===== src/rtl/uart_pkg.sv =====
// Shared definitions for the configurable UART receiver.
//   uart_rx_state_t : receiver FSM states
//   PARITY_*        : encodings of the PARITY_MODE parameter
//   uart_params_ok  : legality check applied to the receiver parameters at
//                     elaboration time
package uart_pkg;

    typedef enum logic [2:0] {
        IDLE       = 3'd0,
        START      = 3'd1,
        DATA       = 3'd2,
        PARITY     = 3'd3,
        STOP       = 3'd4,
        BREAK_WAIT = 3'd5,
        CLEANUP    = 3'd6
    } uart_rx_state_t;

    localparam int PARITY_NONE = 0;
    localparam int PARITY_ODD  = 1;
    localparam int PARITY_EVEN = 2;

    // A bit time below 8 clocks leaves no room for the synchroniser delay
    // plus a centred 3-sample vote.
    function automatic bit uart_params_ok(input int clks_per_bit,
                                          input int data_bits,
                                          input int parity_mode,
                                          input int stop_bits);
        return (clks_per_bit >= 8) &&
               (data_bits >= 5) && (data_bits <= 9) &&
               (parity_mode >= PARITY_NONE) && (parity_mode <= PARITY_EVEN) &&
               (stop_bits >= 1) && (stop_bits <= 2);
    endfunction

endpackage


===== src/rtl/uart_rx_cfg_if.sv =====
// Serial-in / frame-out bundle of the UART receiver.
//   i_RX_Serial  : serial line, idles high
//   o_RX_DV      : one-cycle pulse per completed frame
//   o_RX_Byte    : received data word, held until the next o_RX_DV
//   o_Parity_Err : parity mismatch on the last frame
//   o_Frame_Err  : a stop bit was sampled low on the last frame
//   o_Break      : the last frame was a line break
// master = receiver side, slave = line driver / frame consumer side.
interface uart_rx_cfg_if #(
    parameter int DATA_BITS = 8
);
    logic                 i_RX_Serial;
    logic                 o_RX_DV;
    logic [DATA_BITS-1:0] o_RX_Byte;
    logic                 o_Parity_Err;
    logic                 o_Frame_Err;
    logic                 o_Break;

    modport master (
        input  i_RX_Serial,
        output o_RX_DV, o_RX_Byte, o_Parity_Err, o_Frame_Err, o_Break
    );

    modport slave (
        output i_RX_Serial,
        input  o_RX_DV, o_RX_Byte, o_Parity_Err, o_Frame_Err, o_Break
    );
endinterface


===== src/rtl/uart_rx_sync.sv =====
// Input conditioning for the UART receiver: a 2-flop synchroniser followed
// by a 3-tap history used for a 2-of-3 majority vote.
//   i_Clock, i_Rst_n : clock, asynchronous active-low reset
//   i_RX_Serial      : raw asynchronous serial line
//   o_Sync           : synchronised line level
//   o_Vote           : majority of the current and two previous synced samples
module uart_rx_sync (
    input  logic i_Clock,
    input  logic i_Rst_n,
    input  logic i_RX_Serial,
    output logic o_Sync,
    output logic o_Vote
);

    logic       sync_p0;
    logic       sync_p1;
    logic [1:0] hist_p2;

    // Reset to the idle (high) level so leaving reset never looks like a start bit.
    always_ff @(posedge i_Clock or negedge i_Rst_n) begin
        if (!i_Rst_n) begin
            sync_p0 <= 1'b1;
            sync_p1 <= 1'b1;
            hist_p2 <= 2'b11;
        end else begin
            sync_p0 <= i_RX_Serial;
            sync_p1 <= sync_p0;
            hist_p2 <= {hist_p2[0], sync_p1};
        end
    end

    assign o_Sync = sync_p1;
    // A single-clock glitch can corrupt only one of the three votes.
    assign o_Vote = (sync_p1 & hist_p2[0]) | (sync_p1 & hist_p2[1]) |
                    (hist_p2[0] & hist_p2[1]);

endmodule


===== src/rtl/uart_rx_cfg.sv =====
// Configurable UART receiver: 5..9 data bits, none/odd/even parity,
// 1 or 2 stop bits, with parity, framing and line-break detection.
//   i_Clock  : single clock, rising edge
//   i_Rst_n  : asynchronous active-low reset
//   rx_bus   : uart_rx_cfg_if.master (serial line in, frame results out)
module uart_rx_cfg
    import uart_pkg::*;
#(
    parameter int CLKS_PER_BIT = 217,
    parameter int DATA_BITS    = 8,
    parameter int PARITY_MODE  = PARITY_NONE,
    parameter int STOP_BITS    = 1
) (
    input  logic          i_Clock,
    input  logic          i_Rst_n,
    uart_rx_cfg_if.master rx_bus
);

    if (!uart_params_ok(CLKS_PER_BIT, DATA_BITS, PARITY_MODE, STOP_BITS)) begin : g_param_err
        $error("uart_rx_cfg: illegal CLKS_PER_BIT/DATA_BITS/PARITY_MODE/STOP_BITS");
    end

    localparam int CNT_W = $clog2(CLKS_PER_BIT);
    localparam int IDX_W = $clog2(DATA_BITS);

    localparam logic [CNT_W-1:0] CNT_HALF  = CNT_W'((CLKS_PER_BIT - 1) / 2);
    localparam logic [CNT_W-1:0] CNT_LAST  = CNT_W'(CLKS_PER_BIT - 1);
    localparam logic [IDX_W-1:0] IDX_LAST  = IDX_W'(DATA_BITS - 1);
    localparam logic [IDX_W-1:0] STOP_LAST = IDX_W'(STOP_BITS - 1);

    logic rx_sync;
    logic rx_vote;

    uart_rx_sync u_sync (
        .i_Clock     (i_Clock),
        .i_Rst_n     (i_Rst_n),
        .i_RX_Serial (rx_bus.i_RX_Serial),
        .o_Sync      (rx_sync),
        .o_Vote      (rx_vote)
    );

    uart_rx_state_t       state_q, state_d;
    logic [CNT_W-1:0]     cnt_q, cnt_d;
    logic [IDX_W-1:0]     idx_q, idx_d;      // data bit index, reused as stop bit index
    logic [DATA_BITS-1:0] data_q, data_d;
    logic                 par_bit_q, par_bit_d;
    logic                 perr_q, perr_d;
    logic                 ferr_q, ferr_d;
    logic                 brk_q, brk_d;
    logic                 done;              // last stop bit decided this cycle

    logic                 dv_q;
    logic [DATA_BITS-1:0] byte_q;
    logic                 perr_o_q;
    logic                 ferr_o_q;
    logic                 brk_o_q;

    always_comb begin
        state_d   = state_q;
        cnt_d     = cnt_q;
        idx_d     = idx_q;
        data_d    = data_q;
        par_bit_d = par_bit_q;
        perr_d    = perr_q;
        ferr_d    = ferr_q;
        brk_d     = brk_q;
        done      = 1'b0;

        case (state_q)
            IDLE: begin
                cnt_d  = '0;
                idx_d  = '0;
                perr_d = 1'b0;
                ferr_d = 1'b0;
                brk_d  = 1'b0;
                if (!rx_sync) state_d = START;
            end

            // Confirm the start bit at its centre; a high vote is a false start.
            START: begin
                if (cnt_q == CNT_HALF) begin
                    cnt_d   = '0;
                    state_d = rx_vote ? IDLE : DATA;
                end else begin
                    cnt_d = cnt_q + 1'b1;
                end
            end

            DATA: begin
                if (cnt_q == CNT_LAST) begin
                    cnt_d         = '0;
                    data_d[idx_q] = rx_vote;
                    if (idx_q == IDX_LAST) begin
                        idx_d   = '0;
                        state_d = (PARITY_MODE != PARITY_NONE) ? PARITY : STOP;
                    end else begin
                        idx_d = idx_q + 1'b1;
                    end
                end else begin
                    cnt_d = cnt_q + 1'b1;
                end
            end

            PARITY: begin
                if (cnt_q == CNT_LAST) begin
                    cnt_d     = '0;
                    par_bit_d = rx_vote;
                    if (PARITY_MODE == PARITY_ODD) perr_d = ~(^data_q ^ rx_vote);
                    else                           perr_d = ^data_q ^ rx_vote;
                    state_d   = STOP;
                end else begin
                    cnt_d = cnt_q + 1'b1;
                end
            end

            STOP: begin
                if (cnt_q == CNT_LAST) begin
                    cnt_d = '0;
                    if (!rx_vote) ferr_d = 1'b1;
                    // Break is judged on the first stop bit only: an all-zero frame.
                    if (idx_q == '0) begin
                        brk_d = (data_q == '0) &&
                                ((PARITY_MODE == PARITY_NONE) || !par_bit_q) &&
                                !rx_vote;
                    end
                    if (idx_q == STOP_LAST) begin
                        done    = 1'b1;
                        idx_d   = '0;
                        state_d = brk_d ? BREAK_WAIT : CLEANUP;
                    end else begin
                        idx_d = idx_q + 1'b1;
                    end
                end else begin
                    cnt_d = cnt_q + 1'b1;
                end
            end

            // Hold off until the line is released so a long break yields one frame.
            BREAK_WAIT: begin
                if (rx_sync) state_d = IDLE;
            end

            CLEANUP: begin
                state_d = IDLE;
            end

            default: begin
                state_d = IDLE;
            end
        endcase
    end

    always_ff @(posedge i_Clock or negedge i_Rst_n) begin
        if (!i_Rst_n) begin
            state_q  <= IDLE;
            cnt_q    <= '0;
            idx_q    <= '0;
            perr_q   <= 1'b0;
            ferr_q   <= 1'b0;
            brk_q    <= 1'b0;
            dv_q     <= 1'b0;
            byte_q   <= '0;
            perr_o_q <= 1'b0;
            ferr_o_q <= 1'b0;
            brk_o_q  <= 1'b0;
        end else begin
            state_q <= state_d;
            cnt_q   <= cnt_d;
            idx_q   <= idx_d;
            perr_q  <= perr_d;
            ferr_q  <= ferr_d;
            brk_q   <= brk_d;
            dv_q    <= done;
            if (done) begin
                byte_q   <= data_q;
                perr_o_q <= perr_d;
                ferr_o_q <= ferr_d;
                brk_o_q  <= brk_d;
            end
        end
    end

    // Shift data needs no reset: every bit is rewritten before it is published.
    always_ff @(posedge i_Clock) begin
        data_q    <= data_d;
        par_bit_q <= par_bit_d;
    end

    assign rx_bus.o_RX_DV      = dv_q;
    assign rx_bus.o_RX_Byte    = byte_q;
    assign rx_bus.o_Parity_Err = perr_o_q;
    assign rx_bus.o_Frame_Err  = ferr_o_q;
    assign rx_bus.o_Break      = brk_o_q;

endmodule


===== src/flat_wrapper.sv =====
// flat-port wrapper written by rule: the top's interface ports become plain ports
module uart_rx_cfg_flat import uart_pkg::*;
#(
    parameter int CLKS_PER_BIT = 217,
    parameter int DATA_BITS    = 8,
    parameter int PARITY_MODE  = PARITY_NONE,
    parameter int STOP_BITS    = 1
)
  (i_Clock, i_Rst_n, rx_bus_i_RX_Serial, rx_bus_o_RX_DV, rx_bus_o_RX_Byte, rx_bus_o_Parity_Err, rx_bus_o_Frame_Err, rx_bus_o_Break);
  uart_rx_cfg_if #(.DATA_BITS(DATA_BITS)) rx_bus_i ();
  input  logic i_Clock;
  input  logic i_Rst_n;
  input wire logic [$bits(rx_bus_i.i_RX_Serial)-1:0] rx_bus_i_RX_Serial;
  output wire logic [$bits(rx_bus_i.o_RX_DV)-1:0] rx_bus_o_RX_DV;
  output wire logic [$bits(rx_bus_i.o_RX_Byte)-1:0] rx_bus_o_RX_Byte;
  output wire logic [$bits(rx_bus_i.o_Parity_Err)-1:0] rx_bus_o_Parity_Err;
  output wire logic [$bits(rx_bus_i.o_Frame_Err)-1:0] rx_bus_o_Frame_Err;
  output wire logic [$bits(rx_bus_i.o_Break)-1:0] rx_bus_o_Break;
  assign rx_bus_i.i_RX_Serial = rx_bus_i_RX_Serial;
  assign rx_bus_o_RX_DV = rx_bus_i.o_RX_DV;
  assign rx_bus_o_RX_Byte = rx_bus_i.o_RX_Byte;
  assign rx_bus_o_Parity_Err = rx_bus_i.o_Parity_Err;
  assign rx_bus_o_Frame_Err = rx_bus_i.o_Frame_Err;
  assign rx_bus_o_Break = rx_bus_i.o_Break;
  uart_rx_cfg #(.CLKS_PER_BIT(CLKS_PER_BIT), .DATA_BITS(DATA_BITS), .PARITY_MODE(PARITY_MODE), .STOP_BITS(STOP_BITS)) u_core (.i_Clock(i_Clock), .i_Rst_n(i_Rst_n), .rx_bus(rx_bus_i));
endmodule

===== config.mk =====
export PLATFORM = sky130hd
export DESIGN_NAME = uart_rx_cfg_flat
export DESIGN_NICKNAME = d
export VERILOG_FILES = /design/src/rtl/uart_pkg.sv /design/src/rtl/uart_rx_cfg_if.sv /design/src/rtl/uart_rx_sync.sv /design/src/rtl/uart_rx_cfg.sv /design/src/flat_wrapper.sv
export SDC_FILE = /design/constraint.sdc
export NUM_CORES = 1
export LEC_CHECK = 0
export CAP_MARGIN = 20
export CORE_AREA = 2 2 80 82
export CTS_BUF_LIST = sky130_fd_sc_hd__clkbuf_4 sky130_fd_sc_hd__clkbuf_8 sky130_fd_sc_hd__clkbuf_16
export DETAILED_ROUTE_END_ITERATION = 8
export DIE_AREA = 0 0 82 84
export SLEW_MARGIN = 20
export SYNTH_ARGS = -nofsm -noshare
export SYNTH_HDL_FRONTEND = slang
export SYNTH_HIERARCHICAL = 1
export SYNTH_SLANG_ARGS = --single-unit

===== constraint.sdc =====
create_clock -name i_Clock -period 2.8 [get_ports i_Clock]
set_input_delay 0.42 -clock i_Clock [delete_from_list [all_inputs] [get_ports i_Clock]]
set_output_delay 0.42 -clock i_Clock [all_outputs]
set_load 0.02 [all_outputs]

* Word-level counts from Yosys, hierarchy flattened *
Index checks and enable logic that the tools add are counted.

cells by class
  $add $sub $neg = 2
  $lt $le $gt $ge = 2
  equal/unequal tests = 16
  multiplexer cells = 35
  bitwise operators = 6
  reduce and logical (&&, ||, !) cells = 13

operators by type and width
  kind                                                         number
  two-way mux 3 bit                                            12
  case mux 8 bit (3 select lines)                              1
  case mux 3 bit (6 select lines)                              1
  two-way mux 8 bit                                            2
  != test 2 x 1 -> 1 bit (second input constant)               6
  two-way mux 1 bit                                            11
  equality test 3 bit (second input constant)                  3
  case mux 3 bit (3 select lines)                              1
  adder 8 x 1 -> 8 bit (second input constant)                 1
  bitwise mux 8 bit                                            1
  equality test 8 x 7 -> 1 bit (second input constant)         1
  equality test 8 bit (second input constant)                  1
  logical NOT 8 bit                                            1
  AND reduction 8 bit                                          1
  parity 8 bit                                                 1
  equality test 3 x 2 -> 1 bit (second input constant)         2
  logical NOT 3 bit                                            2
  case mux 1 bit (2 select lines)                              3
  nonzero test 3 bit                                           2
  less-than comparator 3 x 4 -> 1 bit (second input constant)  1
  two-way mux 2 bit                                            2
  != test 2 bit (second input constant)                        2
  adder 3 x 1 -> 3 bit (second input constant)                 1
  AND 1 bit                                                    3
  10 further kinds                                             12

storage, ports and cells
  flip-flop bits (word level) = 41
  bits of input ports = 3
  word-level logic and storage cells = 89

* Longest topological paths before layout *
Gate-level depths: netlist of the first run.

  word-level depth = 12
  mapped depth = 8
  gate-level depth less buffers = 7

* Modules after synthesis *
Netlist of the first run, hierarchy kept.

modules (own cells, without submodules)
  module        times used  cells an instance  area an instance (um^2)  seq. area each (um^2)
  uart_rx_cfg   1           178                1935.6                   965.9
  uart_rx_sync  1           5                  116.4                    105.1

* Worst setup path after synthesis of the first run *
Ideal clock, no wire load.

  kind = register to register
  start = register u_core.cnt_q[0]
  end = register u_core.byte_q[0], in the netlist u_core/rx_bus.o_RX_Byte[0]
  setup time = 0.125 ns
  arrival = 1.836 ns
  path slack = 0.839 ns
  stages on the path, launching flop included = 8
  path through = dfrtp_1 -> inv_1 -> ha_1 -> nand3b_1 -> or2_4 -> nor4_4 -> buf_4 -> mux2_2

on the way
  longest elaborated chain between the ends = 3

RTL lines
  what                    line                text
  from (decl)             uart_rx_cfg.sv:43   logic [CNT_W-1:0] cnt_q, cnt_d;
  from (signal assigned)  uart_rx_cfg.sv:168  cnt_q <= cnt_d;
  equality test 8 bit     uart_rx_cfg.sv:117  if (cnt_q == CNT_LAST) begin
  two-way mux 1 bit       uart_rx_cfg.sv:117
  two-way mux 1 bit       uart_rx_cfg.sv:69   case (state_q)
  net u_core.done         uart_rx_cfg.sv:50   logic done;
  to (signal assigned)    uart_rx_cfg.sv:175  byte_q <= data_q;
  to (decl)               uart_rx_cfg.sv:53   logic [DATA_BITS-1:0] byte_q;

The timed path passes the listed nets, and every way through them passes these cells.
A chain may end at the register's enable or synchronous reset.

* Worst setup path after layout of the first run *
  start = register u_core.cnt_q[1]
  end = register u_core.state_q[0]

on the way
  longest elaborated chain between the ends = 3
  elaborated cells on any way between the ends = 7
  those cells by class = eq/ne: 6; reduce/logical: 1

RTL lines
  what                                                                        line                text
  equality test 8 bit / equality test 8 x 7 -> 1 bit (equally long branches)  --
  != test 2 x 1 -> 1 bit (no line)                                            --
  AND reduction 8 bit (no line) (*)                                           --
  to (signal assigned)                                                        uart_rx_cfg.sv:167  state_q <= state_d;
  to (decl)                                                                   uart_rx_cfg.sv:42   uart_rx_state_t state_q, state_d;

Every way passes the cells marked *; elsewhere a longest branch is shown, timed or not.

==> summary.md, run 1 <==
| Metric | Value |
|---|---|
| Final global-route overflow total | 0 |
| PD cells | approximately 470 nW/um2 |
| Setup fix buffers added after clock tree synthesis | 0 |
| Post-synthesis instance area | ~2000 um2 |
| Count of cell types in the netlist | 46 |
| Sink of the worst hold path | u_core/u_sync/o_Sync |
| Number of nets at the end of the flow | approximately 210 |
| Antenna cell count | 0 |
| Unrepaired setup endpoints after global routing | no |
| Count of flip-flops with a built-in enable after synthesis | 8 |
| Cts repair resizes | 0 |
| Number of buffers added by the clock tree synthesis step | 5 |
| Post-route minimum period | ~2.4 ns |
| Quantity of I/O buffers inserted on ports | 14 |
| DRT iter0 DRCs | around 80 |
| Max-cap violations | 0 |
| Relative slew slack | around 39% |
| Final Hold Fails | 0 |
| Top-level I/O count | 15 |
| Average instance area after synthesis | 11.2 um2 |
| Worst Skew | ~0.0029 ns |
| Worst R2R Path Depth | 7 |
| Clock-pin transition on the worst setup and hold timing paths | ~0.070 ns |
| VDD IR max | 0.341 mV |
| Post-synth ARST share | approximately 80% |
| Yosys synthesis warning count | 6 |
| Vias after detailed routing | roughly 1400 |
| Top fanout value on the critical path | 14 |
| Footprint of the flip-flops and latches | about 1100 um2 |
| Maximum clock frequency | roughly 420 MHz |
| Remaining design rule violation count | 0 |
| Number of sinks on the clock net | between 40 and 50 |
| GP Congestion | between 0.8 and 0.9 |
| GRT Resource Usage Total | 12.3% |
| Clock Latency Late Sink | 0.29 ns |
| Slew at the pin closest to its max-slew limit | between 0.9 and 1 ns |
| Number of buffers on the longest clock path | 2 |
| Count of nets left with antenna violations after detail routing | 0 |
| Worst min path class | reg -> reg |
| NetSw | ~220 uW |
| Logic pwr share | between 2 and 2.5% |
| TNS Setup | 0 ns |
| Critical path startpoint category | flop |
| Hold Crit Depth | 0 |
| Setup CP Type | reg -> reg |
| Power share of the clock group | a little over two fifths |
| Detailed placement HPWL | about 2.6 mm |
| FP Rows | 29 |
| Fraction of final layout cells sized beyond drive strength 1 | 16.3% |
| Root Driver | clkbuf_8 |
| Number of inserted filler cells in the final layout | a little over 600 |
| Final Util | a little under 40% |
| Area delta synth->final | 15.9% |
| Sequential share of the synthesized area | roughly 52% |
| Standby leakage power | around 0.001 uW |
| End of the worst register-to-register path | u_core/state_q[0] |
| Pin count of the biggest net entering global routing | 34 |
| Cell Int Power | between 800 and 900 uW |
| Area of the core region | between 6000 and 7000 um2 |
| Startpoint of the worst-slack reg-to-reg timing path | u_core/cnt_q[1] |
| Drt via density | approximately 5 |
| Number of antenna violations at the first check in global routing | 0 |
| Hold buffer count at cts | 0 |
| Average wire length per cell after detail routing | approximately 14 um |
| Initial core utilization | about 34% |
| Setup Viol. Count Final | 0 |
| Status | complete, no violations |
| Via count of the first global-routing pass | around 1300 |
| Number of instances in the synthesized netlist | 183 |
| Area occupied by multi-input gates | just under 900 um2 |
| Drt total wl | 3.80 mm |
| Register bit total from synthesis | ~40 |
| H-tree depth | 2 |
| Number of pins with negative max-slew slack in the final report | 0 |
| Most used flip-flop cell after synthesis | dfrtp_1 |
| Part of the power in registers | between 50 and 60% |
| Wire length of the first global-routing pass | between 6 and 7 mm |
| Arrival time of the worst setup path | ~2.6 ns |
| Die area | about 7000 um2 |
| Height of the chip | between 80 and 90 um |
| 1st-pass router iterations | 4 |
| Switching portion of total power | between 10% and 20% |
| WP data required | about 3.0 ns |
| CTS tree | done |
| Tcrit/Tclk final | between 80% and 90% |
| Start point of the worst hold path | u_core/u_sync/sync_p0 |
| Type of destination of the critical path | flop |
| Post-synth net total | 195 |
| Setup slack of the worst register-to-register path | 0.43 ns |
| Die width | approximately 82 um |
cell usage after synthesis (3+ instances only):
library cell,number,area (um2)
dfstp_2,4,105
nand2b_1,6,37.5
nand3b_1,3,22.5
a21boi_0,3,22.5
inv_1,14,52.6
xnor2_1,4,35.0
edfxtp_1,8,240
nor2_1,17,63.8
nand3_1,5,25.0
a21oi_1,7,35.0
a31oi_1,3,18.8
mux2_2,12,135
nor3_1,4,20.0
o21ai_0,5,25.0
dfrtp_1,29,726
nand2_1,11,41.3
ha_1,9,113
a22o_1,3,26.3
metrics by stage:
| stage | instance area [um2] | setup slack (ns) | cells | hold WS, ns | total power (uW) |
|---|---|---|---|---|---|
| 4_1_cts | 2380 | 0.446 | 279 | 0.359 | 1130 |
| 3_3_place_gp | 2270 | 0.549 | 271 | 0.346 | 652 |
| 5_1_grt | 2380 | 0.233 | 279 | 0.367 | 1160 |
| 6_report | 2380 | 0.426 | 279 | 0.357 | 1110 |
| 2_1_floorplan | 2050 | 0.839 | 183 | 0.124 | 635 |
| 3_5_place_dp | 2270 | 0.468 | 271 | 0.347 | 653 |
registers in the layout (all words and copies together) (netlist names):
name,cells
u_core/u_sync/sync_p0,1
u_core/state_q,3
u_core/rx_bus.o_Parity_Err,1
u_core/ferr_q,1
u_core/u_sync/o_Sync,1
u_core/rx_bus.o_RX_DV,1
u_core/idx_q,3
u_core/rx_bus.o_Break,1
u_core/cnt_q,8
u_core/data_q,8
u_core/brk_q,1
u_core/rx_bus.o_RX_Byte,8
u_core/u_sync/hist_p2,2
u_core/rx_bus.o_Frame_Err,1
u_core/perr_q,1
metal layers:
metal,GRT usage [%],up-vias,wire [um]
met5,0,-,0
met4,5.00,0,61
met3,3.25,7,156
met2,17.7,30,1690
met1,17.3,665,1890
li1,-,687,-
layout by cell type, fill, tap and decap left out, types with 2 or more instances in the layout:
cell type,instances
a21boi_0,3
a21o_1,2
a21oi_1,7
a22o_1,3
a31oi_1,3
and3_1,2
buf_4,2
clkbuf_8,5
clkdlybuf4s50_1,14
dfrtp_1,29
dfstp_2,4
edfxtp_1,8
ha_1,9
inv_1,14
maj3_2,2
mux2_2,12
mux2i_1,2
nand2_1,11
nand2b_1,6
nand3_1,5
nand3b_1,3
nand4_1,2
nand4b_1,2
nor2_1,17
nor3_1,4
o21ai_0,5
or2_4,2
xnor2_1,4
critical path, stage by stage (launching register included):
cell and delay [ns]:
dfrtp_1 0.42, inv_1 0.09, ha_1 0.16, nand3b_1 0.10, nor2_1 0.32, o21ai_1 0.40
nor3_2 0.40, mux2_2 0.38
final cells by class:
class,count,share of cell area (%)
clock buffers,6,3.21
clock inverters,2,1.42
inverters,14,2.21
multi-input cells,123,37.6
flip-flops and latches,41,45.0
well taps,77,4.05
repair buffers,16,6.52
kinds of logic after synthesis:
| family | Yosys count | share of synthesized area (%) |
|---|---|---|
| buffers and inverters | 19 | 4.27 |
| AND/OR/NAND/NOR | 59 | 15.7 |
| adder cells (fa/ha/maj) | 11 | 6.59 |
| AO/OA/AOI/OAI | 34 | 11.3 |
| XOR/XNOR | 4 | 1.71 |
| multiplexers | 15 | 8.29 |
| flip-flops | 41 | 52.2 |
worst max path at each step:
stage | from | endpoint | cells after the start
after floorplan | u_core/cnt_q[0] | u_core/rx_bus.o_RX_Byte[0] | 7
after global placement | u_core/cnt_q[0] | u_core/state_q[0] | 7
after detailed placement | u_core/cnt_q[0] | u_core/state_q[0] | 7
after CTS | u_core/cnt_q[0] | u_core/state_q[0] | 7
after global routing | u_core/cnt_q[1] | u_core/state_q[0] | 7
final | u_core/cnt_q[1] | u_core/state_q[0] | 7
power groups by stage:
stage,sequential [uW],clock (uW),combinational [uW]
after floorplan,627,0,8.18
final,616,472,23.7
after CTS,616,491,25.0
after global routing,616,514,27.8
after detailed placement,628,0,24.9
after global placement,628,0,24.4
Power figures use the tool's default switching activity.
==> inputs of run 2 (changes only) <==
==> constraint.sdc (replaced) <==
create_clock -name i_Clock -period 2.1 [get_ports i_Clock]
set_input_delay 0.315 -clock i_Clock [delete_from_list [all_inputs] [get_ports i_Clock]]
set_output_delay 0.315 -clock i_Clock [all_outputs]
set_load 0.02 [all_outputs]
==> run 2 against run 1 <==
Routed wire length grew 4.1%. Worst hold slack improved by 0.00053 ns. Via count grew 1.7%. Non-clock buffer count increased by 10. Sequential share of layout area fell by 2.2 points. Register-to-register slack got worse by 0.34 ns. Clock power is 59% higher. Sequential cell count unchanged. Critical path type unchanged. Largest power group unchanged.
==> summary.md, run 2 (synthesized netlist as in run 1, its figures left out) <==
| Metric | Value |
|---|---|
| Slew at the pin closest to its max-slew limit | roughly 0.42 ns |
| GRT Resource Usage Total | around an eighth |
| NetSw | 301 uW |
| Power share of the clock group | roughly 47% |
| Via count of the first global-routing pass | approximately 1400 |
| H-tree depth | 2 |
| Worst path bufs/invs | 1 |
| Top-level I/O count | 15 |
| Drt total wl | roughly 3.9 mm |
| Top delay family on crit path | simple AND/OR/NAND/NOR gates |
| Status | complete, no violations |
| Clock-pin transition on the worst setup and hold timing paths | ~0.08 ns |
| Number of buffers added by the clock tree synthesis step | 5 |
| Wire length of the first global-routing pass | 6.86 mm |
| PD cells | roughly 640 nW/um2 |
| Height of the chip | approximately 84 um |
| Number of antenna violations at the first check in global routing | 0 |
| CP Depth | 7 |
| Leading cell type in the layout, fill and taps excluded | dfrtp_1 |
| CTS tree | done |
| Number of placed cells counting well taps | about 280 |
| Setup Viol. Count Final | 0 |
| Part of the power in registers | about half |
| Met1 GRT Util | 18.0% |
| Clock Latency Late Sink | 0.30 ns |
| FP Rows | 29 |
| Sink of the worst hold path | u_core/u_sync/o_Sync |
| Critical path startpoint category | flop |
| Final global-route overflow total | 0 |
| Number of nets at the end of the flow | between 200 and 250 |
| Number of pins with negative max-slew slack in the final report | 0 |
| Worst min path class | reg -> reg |
| Root Driver | clkbuf_8 |
| Quantity of I/O buffers inserted on ports | 14 |
| Die area | a little under 7000 um2 |
| Fraction of final layout cells sized beyond drive strength 1 | around 22% |
| Hold Crit Depth | 0 |
| Startpoint of the worst-slack reg-to-reg timing path | u_core/cnt_q[1] |
| Unrepaired setup endpoints after global routing | no |
| Footprint of the flip-flops and latches | 1070 um2 |
| Logic pwr share | 2.1% |
| Vias after detailed routing | about 1400 |
| Type of destination of the critical path | flop |
| Setup CP Type | reg -> reg |
| Number of inserted filler cells in the final layout | around 600 |
| Drt via density | 4.89 |
| Pin count of the biggest net entering global routing | 34 |
| DRT iter0 DRCs | 74 |
| Worst Skew | ~0.0082 ns |
| Max-cap violations | 0 |
| Most utilized layer in the global route result | met2 |
| Area of the core region | roughly 6000 um2 |
| Worst R2R Path Depth | 7 |
| Final Hold Fails | 0 |
| Tcrit/Tclk final | roughly 96% |
| Cell with the biggest individual delay on the critical path | dfrtp_1 |
| Detailed placement HPWL | 2.72 mm |
| TNS Setup | 0 ns |
| Number of sinks on the clock net | just over 40 |
| Initial core utilization | roughly 34% |
| Area occupied by multi-input gates | about 910 um2 |
| Maximum clock frequency | 495 MHz |
| Fraction of met2 tracks used by global routing | 19.7% |
| End of the worst register-to-register path | u_core/idx_q[2] |
| Top fanout value on the critical path | 4 |
| Most used cells in the layout excluding fill and tap cells | 29 x dfrtp_1, 17 x nor2_1, 14 x clkdlybuf4s50_1 |
| Remaining design rule violation count | 0 |
| Crit-path cells | inv_2 -> ha_4 -> nand3b_1 -> or2_4 -> maj3_2 -> or2_4 -> mux2_4 |
| VDD IR max | 0.396 mV |
| Relative slew slack | between 70% and 80% |
| Met3 usage in global routing | under 10% |
| Post-route minimum period | 2.02 ns |
| Average wire length per cell after detail routing | 13.7 um |
| WP data required | 2.29 ns |
| GP Congestion | ~0.83 |
| Switching portion of total power | 18.8% |
| Number of buffers on the longest clock path | 2 |
| Start point of the worst hold path | u_core/u_sync/sync_p0 |
| Number of standard cells in the final layout excluding fillers | around 290 |
| Antenna cell count | 0 |
| Count of nets left with antenna violations after detail routing | 0 |
| Area delta synth->final | 22.0% |
| Setup slack of the worst register-to-register path | roughly 0.081 ns |
| Cell Int Power | ~1300 uW |
| Most used cell, CP | or2_4 |
| Die width | roughly 80 um |
| Max incr delay on CP | ~0.42 ns |
| 1st-pass router iterations | 4 |
| Standby leakage power | 0.00109 uW |
| Arrival time of the worst setup path | 2.21 ns |
run 2: what timing repair did:
action | CTS | global route
setup buffers | 0 | 3
endpoints found under the hold margin | 0 | 0
hold buffers | 0 | 0
endpoints found under the setup margin | 0 | 4
resized for setup | 0 | 3
run 2: worst max-delay path by stage:
| stage | endpoint | start |
|---|---|---|
| floorplan | u_core/rx_bus.o_RX_Byte[0] | u_core/cnt_q[0] |
| global placement | u_core/idx_q[2] | u_core/cnt_q[1] |
| detailed placement | u_core/idx_q[2] | u_core/cnt_q[1] |
| CTS | u_core/idx_q[2] | u_core/cnt_q[1] |
| global route | u_core/state_q[0] | u_core/state_q[1] |
| finish | u_core/idx_q[2] | u_core/cnt_q[1] |
run 2: per-layer routing:
| metal | vias to the layer above | wire, um |
|---|---|---|
| met5 | - | 0 |
| met2 | 22 | 1860 |
| li1 | 704 | - |
| met4 | 0 | 13 |
| met1 | 684 | 1920 |
| met3 | 2 | 160 |
run 2: per-stage QoR:
| stage | total power [uW] | setup slack, ns | hold WS [ns] | cell area, um2 | utilization [%] |
|---|---|---|---|---|---|
| 2_1_floorplan | 847 | 0.139 | 0.0194 | 2050 | - |
| 3_3_place_gp | 872 | 0.150 | 0.346 | 2330 | 38.3 |
| 3_5_place_dp | 872 | 0.101 | 0.347 | 2330 | 38.3 |
| 4_1_cts | 1630 | 0.0898 | 0.356 | 2470 | 40.5 |
| 5_1_grt | 1670 | 0.00335 | 0.366 | 2500 | 41.1 |
| 6_report | 1600 | 0.0814 | 0.358 | 2500 | 41.1 |
run 2: area by class of cell:
cell class | instances | share of cell area, %
Inverter | 14 | 2.10
Sequential cell | 41 | 42.8
Timing Repair Buffer | 26 | 9.70
Clock inverter | 3 | 2.60
Tap cell | 77 | 3.85
Clock buffer | 5 | 2.75
Multi-Input combinational cell | 123 | 36.2
run 2: power by group through the flow:
stage               Sequential, uW  Combinational [uW]  Clock, uW
CTS                            821                35.7        770
floorplan                      836                10.9          0
global route                   821                40.0        813
finish                         821                34.2        749
detailed placement             837                35.7          0
global placement               837                34.9          0
